### config.mk
export PLATFORM = sky130hd
export DESIGN_NAME = pipe_hazard_ctrl
export DESIGN_NICKNAME = d
export VERILOG_FILES = /design/src/rtl/pipe_hazard_ctrl.sv
export SDC_FILE = /design/constraint.sdc
export NUM_CORES = 1
export LEC_CHECK = 0
export CELL_PAD_IN_SITES_DETAIL_PLACEMENT = 1
export CELL_PAD_IN_SITES_GLOBAL_PLACEMENT = 2
export CORE_ASPECT_RATIO = 1.4
export CORE_MARGIN = 2
export CORE_UTILIZATION = 29
export CTS_CLUSTER_DIAMETER = 80
export CTS_CLUSTER_SIZE = 10
export DETAILED_ROUTE_END_ITERATION = 10
export GPL_ROUTABILITY_DRIVEN = 0
export PLACE_DENSITY = 0.9
export SYNTH_ARGS = -nofsm -noshare
export SYNTH_HDL_FRONTEND = slang
export SYNTH_SLANG_ARGS = --single-unit
### constraint.sdc
create_clock -name CLK -period 2.1 [get_ports CLK]
set_input_delay 0.42 -clock CLK [delete_from_list [all_inputs] [get_ports CLK]]
set_output_delay 0.42 -clock CLK [all_outputs]
set_load 0.01 [all_outputs]
### src/rtl/pipe_hazard_ctrl.sv
// Pipeline control chain ID/EX..MEM/WB with load-use stall, branch flush and forwarding selects.
// Define PIPE_HAZARD_STATS_EN to add saturating stall_cnt/flush_cnt event counters.
module pipe_hazard_ctrl #(
  parameter int STAGES       = 3,
  parameter int REG_AW       = 5,
  parameter int CTRL_W       = 8,
  parameter int ZERO_REG     = 31,
  parameter int FLUSH_STAGES = 2
) (
  input  logic                        CLK,
  input  logic                        resetl,
  input  logic                        id_valid,
  input  logic [CTRL_W-1:0]           id_ctrl,
  input  logic [REG_AW-1:0]           id_rd,
  input  logic [REG_AW-1:0]           id_rs1,
  input  logic [REG_AW-1:0]           id_rs2,
  input  logic                        id_use_rs1,
  input  logic                        id_use_rs2,
  input  logic                        id_regwrite,
  input  logic                        id_memread,
  input  logic                        flush,
  output logic                        stall_front,
  output logic                        if_id_flush,
  output logic [STAGES-1:0]           stage_valid,
  output logic [STAGES*CTRL_W-1:0]    stage_ctrl,
  output logic [STAGES*REG_AW-1:0]    stage_rd,
  output logic [STAGES-1:0]           stage_regwrite,
  output logic [$clog2(STAGES)-1:0]   fwd_a_sel,
  output logic [$clog2(STAGES)-1:0]   fwd_b_sel
`ifdef PIPE_HAZARD_STATS_EN
  ,
  output logic [31:0]                 stall_cnt,
  output logic [31:0]                 flush_cnt
`endif
);

  localparam int SEL_W = $clog2(STAGES);
  localparam logic [REG_AW-1:0] ZR = REG_AW'(ZERO_REG);

  logic [STAGES-1:0] v_q;
  logic [STAGES-1:0] rw_q;
  logic [REG_AW-1:0] rd_q   [STAGES];
  logic [CTRL_W-1:0] ctrl_q [STAGES];

  // Source operands and memread only matter while the instruction sits in ID/EX.
  logic [REG_AW-1:0] rs1_q, rs2_q;
  logic              use1_q, use2_q, mr_q;
  logic              hz;

  assign hz = v_q[0] & mr_q & rw_q[0] & (rd_q[0] != ZR) & id_valid &
              ((id_use_rs1 & (id_rs1 == rd_q[0])) | (id_use_rs2 & (id_rs2 == rd_q[0])));

  assign stall_front    = hz & ~flush;
  assign if_id_flush    = flush;
  assign stage_valid    = v_q;
  assign stage_regwrite = v_q & rw_q;

  for (genvar g = 0; g < STAGES; g++) begin : g_flat
    assign stage_ctrl[g*CTRL_W +: CTRL_W] = ctrl_q[g];
    assign stage_rd[g*REG_AW +: REG_AW]   = rd_q[g];
  end

  // Descending scan so the youngest matching producer overrides older ones.
  always_comb begin
    fwd_a_sel = '0;
    fwd_b_sel = '0;
    for (int k = STAGES - 1; k >= 1; k--) begin
      if (v_q[0] && use1_q && rs1_q != ZR && v_q[k] && rw_q[k] && rd_q[k] == rs1_q)
        fwd_a_sel = SEL_W'(k);
      if (v_q[0] && use2_q && rs2_q != ZR && v_q[k] && rw_q[k] && rd_q[k] == rs2_q)
        fwd_b_sel = SEL_W'(k);
    end
  end

  always_ff @(negedge CLK) begin
    if (resetl) begin
      v_q    <= '0;
      rw_q   <= '0;
      rs1_q  <= '0;
      rs2_q  <= '0;
      use1_q <= 1'b0;
      use2_q <= 1'b0;
      mr_q   <= 1'b0;
      for (int k = 0; k < STAGES; k++) begin
        rd_q[k]   <= '0;
        ctrl_q[k] <= '0;
      end
    end else begin
      // Older stages always advance; a flush bubbles the youngest FLUSH_STAGES.
      for (int k = STAGES - 1; k >= 1; k--) begin
        if (flush && k < FLUSH_STAGES) begin
          v_q[k]    <= 1'b0;
          rw_q[k]   <= 1'b0;
          rd_q[k]   <= '0;
          ctrl_q[k] <= '0;
        end else begin
          v_q[k]    <= v_q[k-1];
          rw_q[k]   <= rw_q[k-1];
          rd_q[k]   <= rd_q[k-1];
          ctrl_q[k] <= ctrl_q[k-1];
        end
      end
      if (hz || flush || !id_valid) begin
        v_q[0]    <= 1'b0;
        rw_q[0]   <= 1'b0;
        rd_q[0]   <= '0;
        ctrl_q[0] <= '0;
        rs1_q     <= '0;
        rs2_q     <= '0;
        use1_q    <= 1'b0;
        use2_q    <= 1'b0;
        mr_q      <= 1'b0;
      end else begin
        v_q[0]    <= 1'b1;
        rw_q[0]   <= id_regwrite;
        rd_q[0]   <= id_rd;
        ctrl_q[0] <= id_ctrl;
        rs1_q     <= id_rs1;
        rs2_q     <= id_rs2;
        use1_q    <= id_use_rs1;
        use2_q    <= id_use_rs2;
        mr_q      <= id_memread;
      end
    end
  end

`ifdef PIPE_HAZARD_STATS_EN
  always_ff @(negedge CLK) begin
    if (resetl) begin
      stall_cnt <= '0;
      flush_cnt <= '0;
    end else begin
      if (stall_front && stall_cnt != 32'hFFFF_FFFF) stall_cnt <= stall_cnt + 32'd1;
      if (flush && flush_cnt != 32'hFFFF_FFFF)       flush_cnt <= flush_cnt + 32'd1;
    end
  end
`endif

endmodule
==> results.json, run 1 <==
{
  "syn_avg_cell_area_um2": 11.8,
  "cts_made_buffers": 9,
  "yosysTopAreaCell": "edfxtp_1",
  "yosysSeqAreaShare_pct": 59.7,
  "h-tree-depth": 3,
  "ys_seq_elements": 58,
  "die_x_um": 84.0,
  "yosys.area_share.simple_pct": 18.2,
  "gr-usage-met1_pct": 21.0,
  "wire_per_inst_um": 21.1,
  "synth_warnings": 0,
  "rows": 40,
  "hold_class": "flop to flop",
  "async_flop_share_pct": 0,
  "coreArea_um2": 8660,
  "outcome": "finished, violations left",
  "ys_top_cells_by_count": "39 x edfxtp_1, 28 x nand3_1, 19 x dfxtp_1, 18 x a21oi_1, 17 x and2_1",
  "grt.busiest_layer": "met2",
  "syn_area_um2": 2600,
  "p_per_area_nw_per_um2": 787,
  "yosys.cell_count.top_type": "edfxtp_1",
  "hold_violations": 0,
  "cp_num_buf_inv": 2,
  "num_vias": 2707,
  "path_class": "flop to output pin",
  "violations": "negative setup slack",
  "max-vdd-ir-drop_uv": 570,
  "multi_input_area_um2": 1380,
  "drt_iter0_markers": 97,
  "crit_chain": "xor2_1, nor4_2, and4_1, buf_4, nor2_2, buf_2",
  "post_drt_via_cell_ratio": 4.70,
  "synth_top_family_by_area": "simple AND/OR/NAND/NOR gates",
  "start_util_pct": 30.0,
  "syn2layout_area_growth_pct": 96.8,
  "synthTopCellsByArea": "edfxtp_1 45%, dfxtp_1 15%, nand3_1 5.4%",
  "n_antenna_cell": 0,
  "met2_usage_pct": 42.3,
  "synth_flop_cell": "edfxtp_1",
  "cts_hold_buf": 0,
  "die_area_um2": 9750,
  "max-cap-violations": 0,
  "drt-pass1-iter-count": 4,
  "drt-total-wl_mm": 12.2,
  "critPathMaxFanout": 3,
  "synth_cells": 221,
  "crit_family": "simple AND/OR/NAND/NOR gates",
  "clock_latency_ns": 0.47,
  "synth-edff-count": 39,
  "synth_compound_area_share_pct": 8.04,
  "synth-adder-area-share_pct": 0,
  "io_pins": 82,
  "startpoint_type": "flop",
  "place_ws_ns": -1.09,
  "critical_path.max_stage_delay_ns": 0.47,
  "synth.area.mux_share_pct": 0,
  "register_area_um2": 1560,
  "fin_skew_ns": 0.0831,
  "ant_nets": 0,
  "synth.distinct_cells": 26,
  "grt-ovfl-total": 0,
  "power_leakage_uw": 0.00244,
  "slowest_stage": "edfxtp_1",
  "clk_path_buf_depth": 2,
  "drv_slew": 0,
  "clkSinkCount": 58,
  "dp_hpwl_mm": 5.57,
  "finalSetupTns_ns": -31.75,
  "end_kind": "output pin",
  "gr-usage-met3_pct": 8.76,
  "antenna_found_initial": 0,
  "clk_root_buffer_cell": "clkbuf_16",
  "drive_gt1_share_pct": 43.7,
  "setup_ws_ns": -1.31,
  "rsz0062_at_grt": "true",
  "grt.total_usage_pct": 23.3,
  "path_clk_slew_ns": 0.09,
  "portBuffers": 81,
  "grt_max_degree": 29,
  "yosysTopAreaCellShare_pct": 45.1,
  "crit_required_ns": 1.68,
  "fill_cells": 940,
  "yosys.area_share.xor_xnor_pct": 10.1,
  "die_y_um": 116,
  "drc": 0,
  "setup_viol": 78,
  "grt_pass1_vias": 3141,
  "worstPathArrival_ns": 2.99,
  "cts_tree": "built",
  "nets": 498,
  "grt_pass1_wl_mm": 16.7
}
-- placed cells by master, fill, tap and decap left out, types with 5 or more instances in the layout --
cell / n
dfxtp_1: 14
inv_1: 60
a21oi_2: 18
clkbuf_16: 9
a21oi_4: 10
xor2_1: 16
buf_8: 8
xnor2_1: 5
buf_4: 31
buf_6: 57
edfxtp_1: 39
nor2b_1: 15
and2_1: 15
conb_1: 39
dfxtp_2: 5
xnor2_2: 7
clkdlybuf4s50_1: 16
buf_2: 33
nand3_1: 27
-- routing by layer --
metal / routed length [um] / vias to the layer above
met5: 0 / -
met1: 4150 / 1333
met3: 443 / 34
li1: - / 1237
met2: 7080 / 103
met4: 490 / 0
-- worst paths after layout --
kind               from            to  slack, ns  depth (start not counted)
max          rd_q[0][8]  fwd_a_sel[1]      -1.31                          6
min             rw_q[0]       rw_q[1]       0.50                          1
max reg2reg  rd_q[0][1]  ctrl_q[0][5]       0.21                          7
min reg2reg     rw_q[0]       rw_q[1]       0.50                          1
-- final cells by class --
cell class                 instances  share of cell area [%]
clock inverter                    64                    5.80
inverter                           1                   0.122
timing repair buffer             155                    29.7
sequential                        58                    30.5
tap                              105                    2.57
multi-input combinational        184                    26.9
clock buffer                       9                    4.40
-- metrics by stage --
| stage | total power [uW] | hold WS (ns) | utilization, % | std cells | instance area, um2 |
|---|---|---|---|---|---|
| final | 4030 | 0.499 | 59.1 | 576 | 5110 |
| after global routing | 4200 | 0.505 | 59.1 | 576 | 5110 |
| after CTS | 3850 | 0.474 | 56.7 | 571 | 4910 |
| after detailed placement | 1860 | 0.463 | 44.7 | 465 | 3870 |
| after global placement | 1850 | 0.446 | 44.7 | 465 | 3870 |
| after floorplan | 1640 | 0.421 | - | 259 | 2760 |
-- cell families after synthesis --
logic type / Yosys count
other cells: 1
simple gates: 83
xor+xnor: 30
compound gates: 32
flops: 58
buf+inv: 17
-- registers in the layout, indices dropped and copies added (netlist names) --
name / flops
ctrl_q: 24
rd_q: 15
rs1_q: 5
rs2_q: 5
rw_q: 3
stage_valid: 3
mr_q: 1
use1_q: 1
use2_q: 1
-- where the power goes --
part           leakage (uW)  internal, uW  switching [uW]
Combinational       0.00143           270             221
Clock              0.000463          1170            1030
Sequential         0.000551          1280            51.7
-- timing repair --
action,in CTS,in global routing
resized for setup,359,56
buffers inserted,35,22
cloned,7,0
pin swaps,26,15
setup endpoints to repair,105,78
No activity file was read; power rests on OpenSTA's default activity.
==> run 2: changes to the inputs <==
Settings changed: CTS_CLUSTER_DIAMETER 80 to 50, SKIP_LAST_GASP from default to 1.
==> run 2 against run 1 <==
First-iteration DRC count grew 3.1%. Cell count is the same. Non-clock buffer count is the same. The flow still finishes with violations (negative setup slack). Sequential share of layout area grew 0.16 points. Sequential power is essentially flat. Wire length shrank 1.4%.
==> results.json, run 2 (same netlist as run 1, synthesis figures left out) <==
{
  "syn2layout_area_growth_pct": 95.8,
  "met1_length_mm": 4.10,
  "ant_nets": 0,
  "grt_max_degree": 29,
  "grt-ovfl-total": 0,
  "violations": "negative setup slack",
  "startpoint_type": "flop",
  "dp_hpwl_mm": 5.57,
  "num_vias": 2720,
  "p_sw_share_pct": 32.9,
  "die_x_um": 84.0,
  "power_frac_comb_pct": 11.8,
  "finalSetupTns_ns": -29.20,
  "cts_made_buffers": 9,
  "die_area_um2": 9750,
  "internal_power_uw": 2720,
  "pwr-share-seq_pct": 32.8,
  "top_register": "ctrl_q",
  "io_pins": 82,
  "critPathMaxFanout": 2,
  "cts_tree": "built",
  "worst-r2r-setup-slack_ns": 0.25,
  "grt_pass1_vias": 3216,
  "drv_slew": 0,
  "met3_length_um": 491,
  "drc": 0,
  "p_per_area_nw_per_um2": 797,
  "hold_class": "flop to flop",
  "slowest_stage": "edfxtp_1",
  "drt_iter0_markers": 100,
  "drt-pass1-iter-count": 4,
  "max-cap-violations": 0,
  "portBuffers": 81,
  "holdPathStages": 1,
  "cp_num_buf_inv": 2,
  "outcome": "finished, violations left",
  "wire_per_inst_um": 20.8,
  "clkPwrFrac_pct": 55.4,
  "grt.total_usage_pct": 24.9,
  "fin_skew_ns": 0.0869,
  "clk_root_buffer_cell": "clkbuf_16",
  "critical_path.max_stage_delay_ns": 0.47,
  "rows": 40,
  "largest_register_ffs": 24,
  "n_antenna_cell": 0,
  "clkSinkCount": 58,
  "drive_gt1_share_pct": 42.9,
  "path_class": "flop to output pin",
  "start_util_pct": 30.0,
  "nets": 498,
  "path_clk_slew_ns": 0.15,
  "hold_violations": 0,
  "post_drt_via_cell_ratio": 4.72,
  "coreArea_um2": 8660,
  "largestRegisters": "ctrl_q x24, rd_q x15",
  "clock_latency_ns": 0.47,
  "drt-total-wl_mm": 12.0,
  "top_layer": "met4",
  "grt_pass1_wl_mm": 17.6,
  "place_ws_ns": -1.09,
  "routed-wl-met2_mm": 6.87,
  "reg2reg_depth": 6,
  "setup_ws_ns": -1.26,
  "final_cell_mix": "64 x buf_6, 60 x inv_1, 39 x edfxtp_1, 39 x conb_1, 30 x buf_2",
  "antenna_found_initial": 0,
  "worstPathArrival_ns": 2.94,
  "die_y_um": 116,
  "max-vdd-ir-drop_uv": 573,
  "setup_viol": 78,
  "crit_required_ns": 1.68,
  "hold_slack_ns": 0.480,
  "crit_cells": 6,
  "end_kind": "output pin",
  "fill_cells": 934,
  "crit_chain": "xor2_1, nor4_1, and4_1, buf_4, nor2_2, buf_2",
  "h-tree-depth": 3,
  "power.switching_uw": 1330,
  "crit_family": "simple AND/OR/NAND/NOR gates",
  "clk_path_buf_depth": 2,
  "layout_commonest_cell": "buf_6",
  "power_leakage_uw": 0.00243,
  "rsz0062_at_grt": "true"
}
[run 2: timing repair]
| item | CTS | global route |
|---|---|---|
| pin swaps | 26 | 15 |
| hold buffers | 0 | 0 |
| gates resized for setup | 356 | 53 |
| gates cloned | 7 | 0 |
| endpoints found under the setup margin | 105 | 78 |
| buffers inserted | 35 | 17 |
[run 2: routing by layer]
| metal | global-route usage [%] | up-vias |
|---|---|---|
| li1 | - | 1237 |
| met1 | 21.7 | 1349 |
| met2 | 46.8 | 102 |
| met3 | 8.55 | 32 |
| met4 | 18.8 | 0 |
| met5 | 0 | - |
[run 2: power by group through the flow]
stage / registers, uW / logic [uW] / clock network (uW)
2_1_floorplan: 1360 / 117 / 169
3_3_place_gp: 1340 / 347 / 169
3_5_place_dp: 1340 / 353 / 169
4_1_cts: 1330 / 430 / 2090
5_1_grt: 1340 / 500 / 2390
6_report: 1330 / 477 / 2250
[run 2: through the flow]
stage,cell area [um2],cells,total power (uW),utilization (%)
floorplan,2760,259,1640,-
global placement,3870,465,1850,44.7
detailed placement,3870,465,1860,44.7
CTS,4900,571,3850,56.6
global route,5090,576,4230,58.8
finish,5090,576,4060,58.8
[run 2: worst paths after layout]
check,startpoint,endpoint
max,rd_q[0][5],fwd_a_sel[1]
min,rw_q[1],rw_q[2]
max reg2reg,rd_q[0][2],rd_q[0][4]
min reg2reg,rw_q[1],rw_q[2]
[run 2: cell type report]
cell class | count | area, um2 | area share, %
Timing Repair Buffer | 155 | 1540 | 30.3
Inverter | 1 | 6.26 | 0.123
Tap cell | 105 | 131 | 2.58
Clock buffer | 9 | 225 | 4.43
Clock inverter | 64 | 297 | 5.83
Multi-Input combinational cell | 184 | 1330 | 26.1
Sequential cell | 58 | 1560 | 30.6
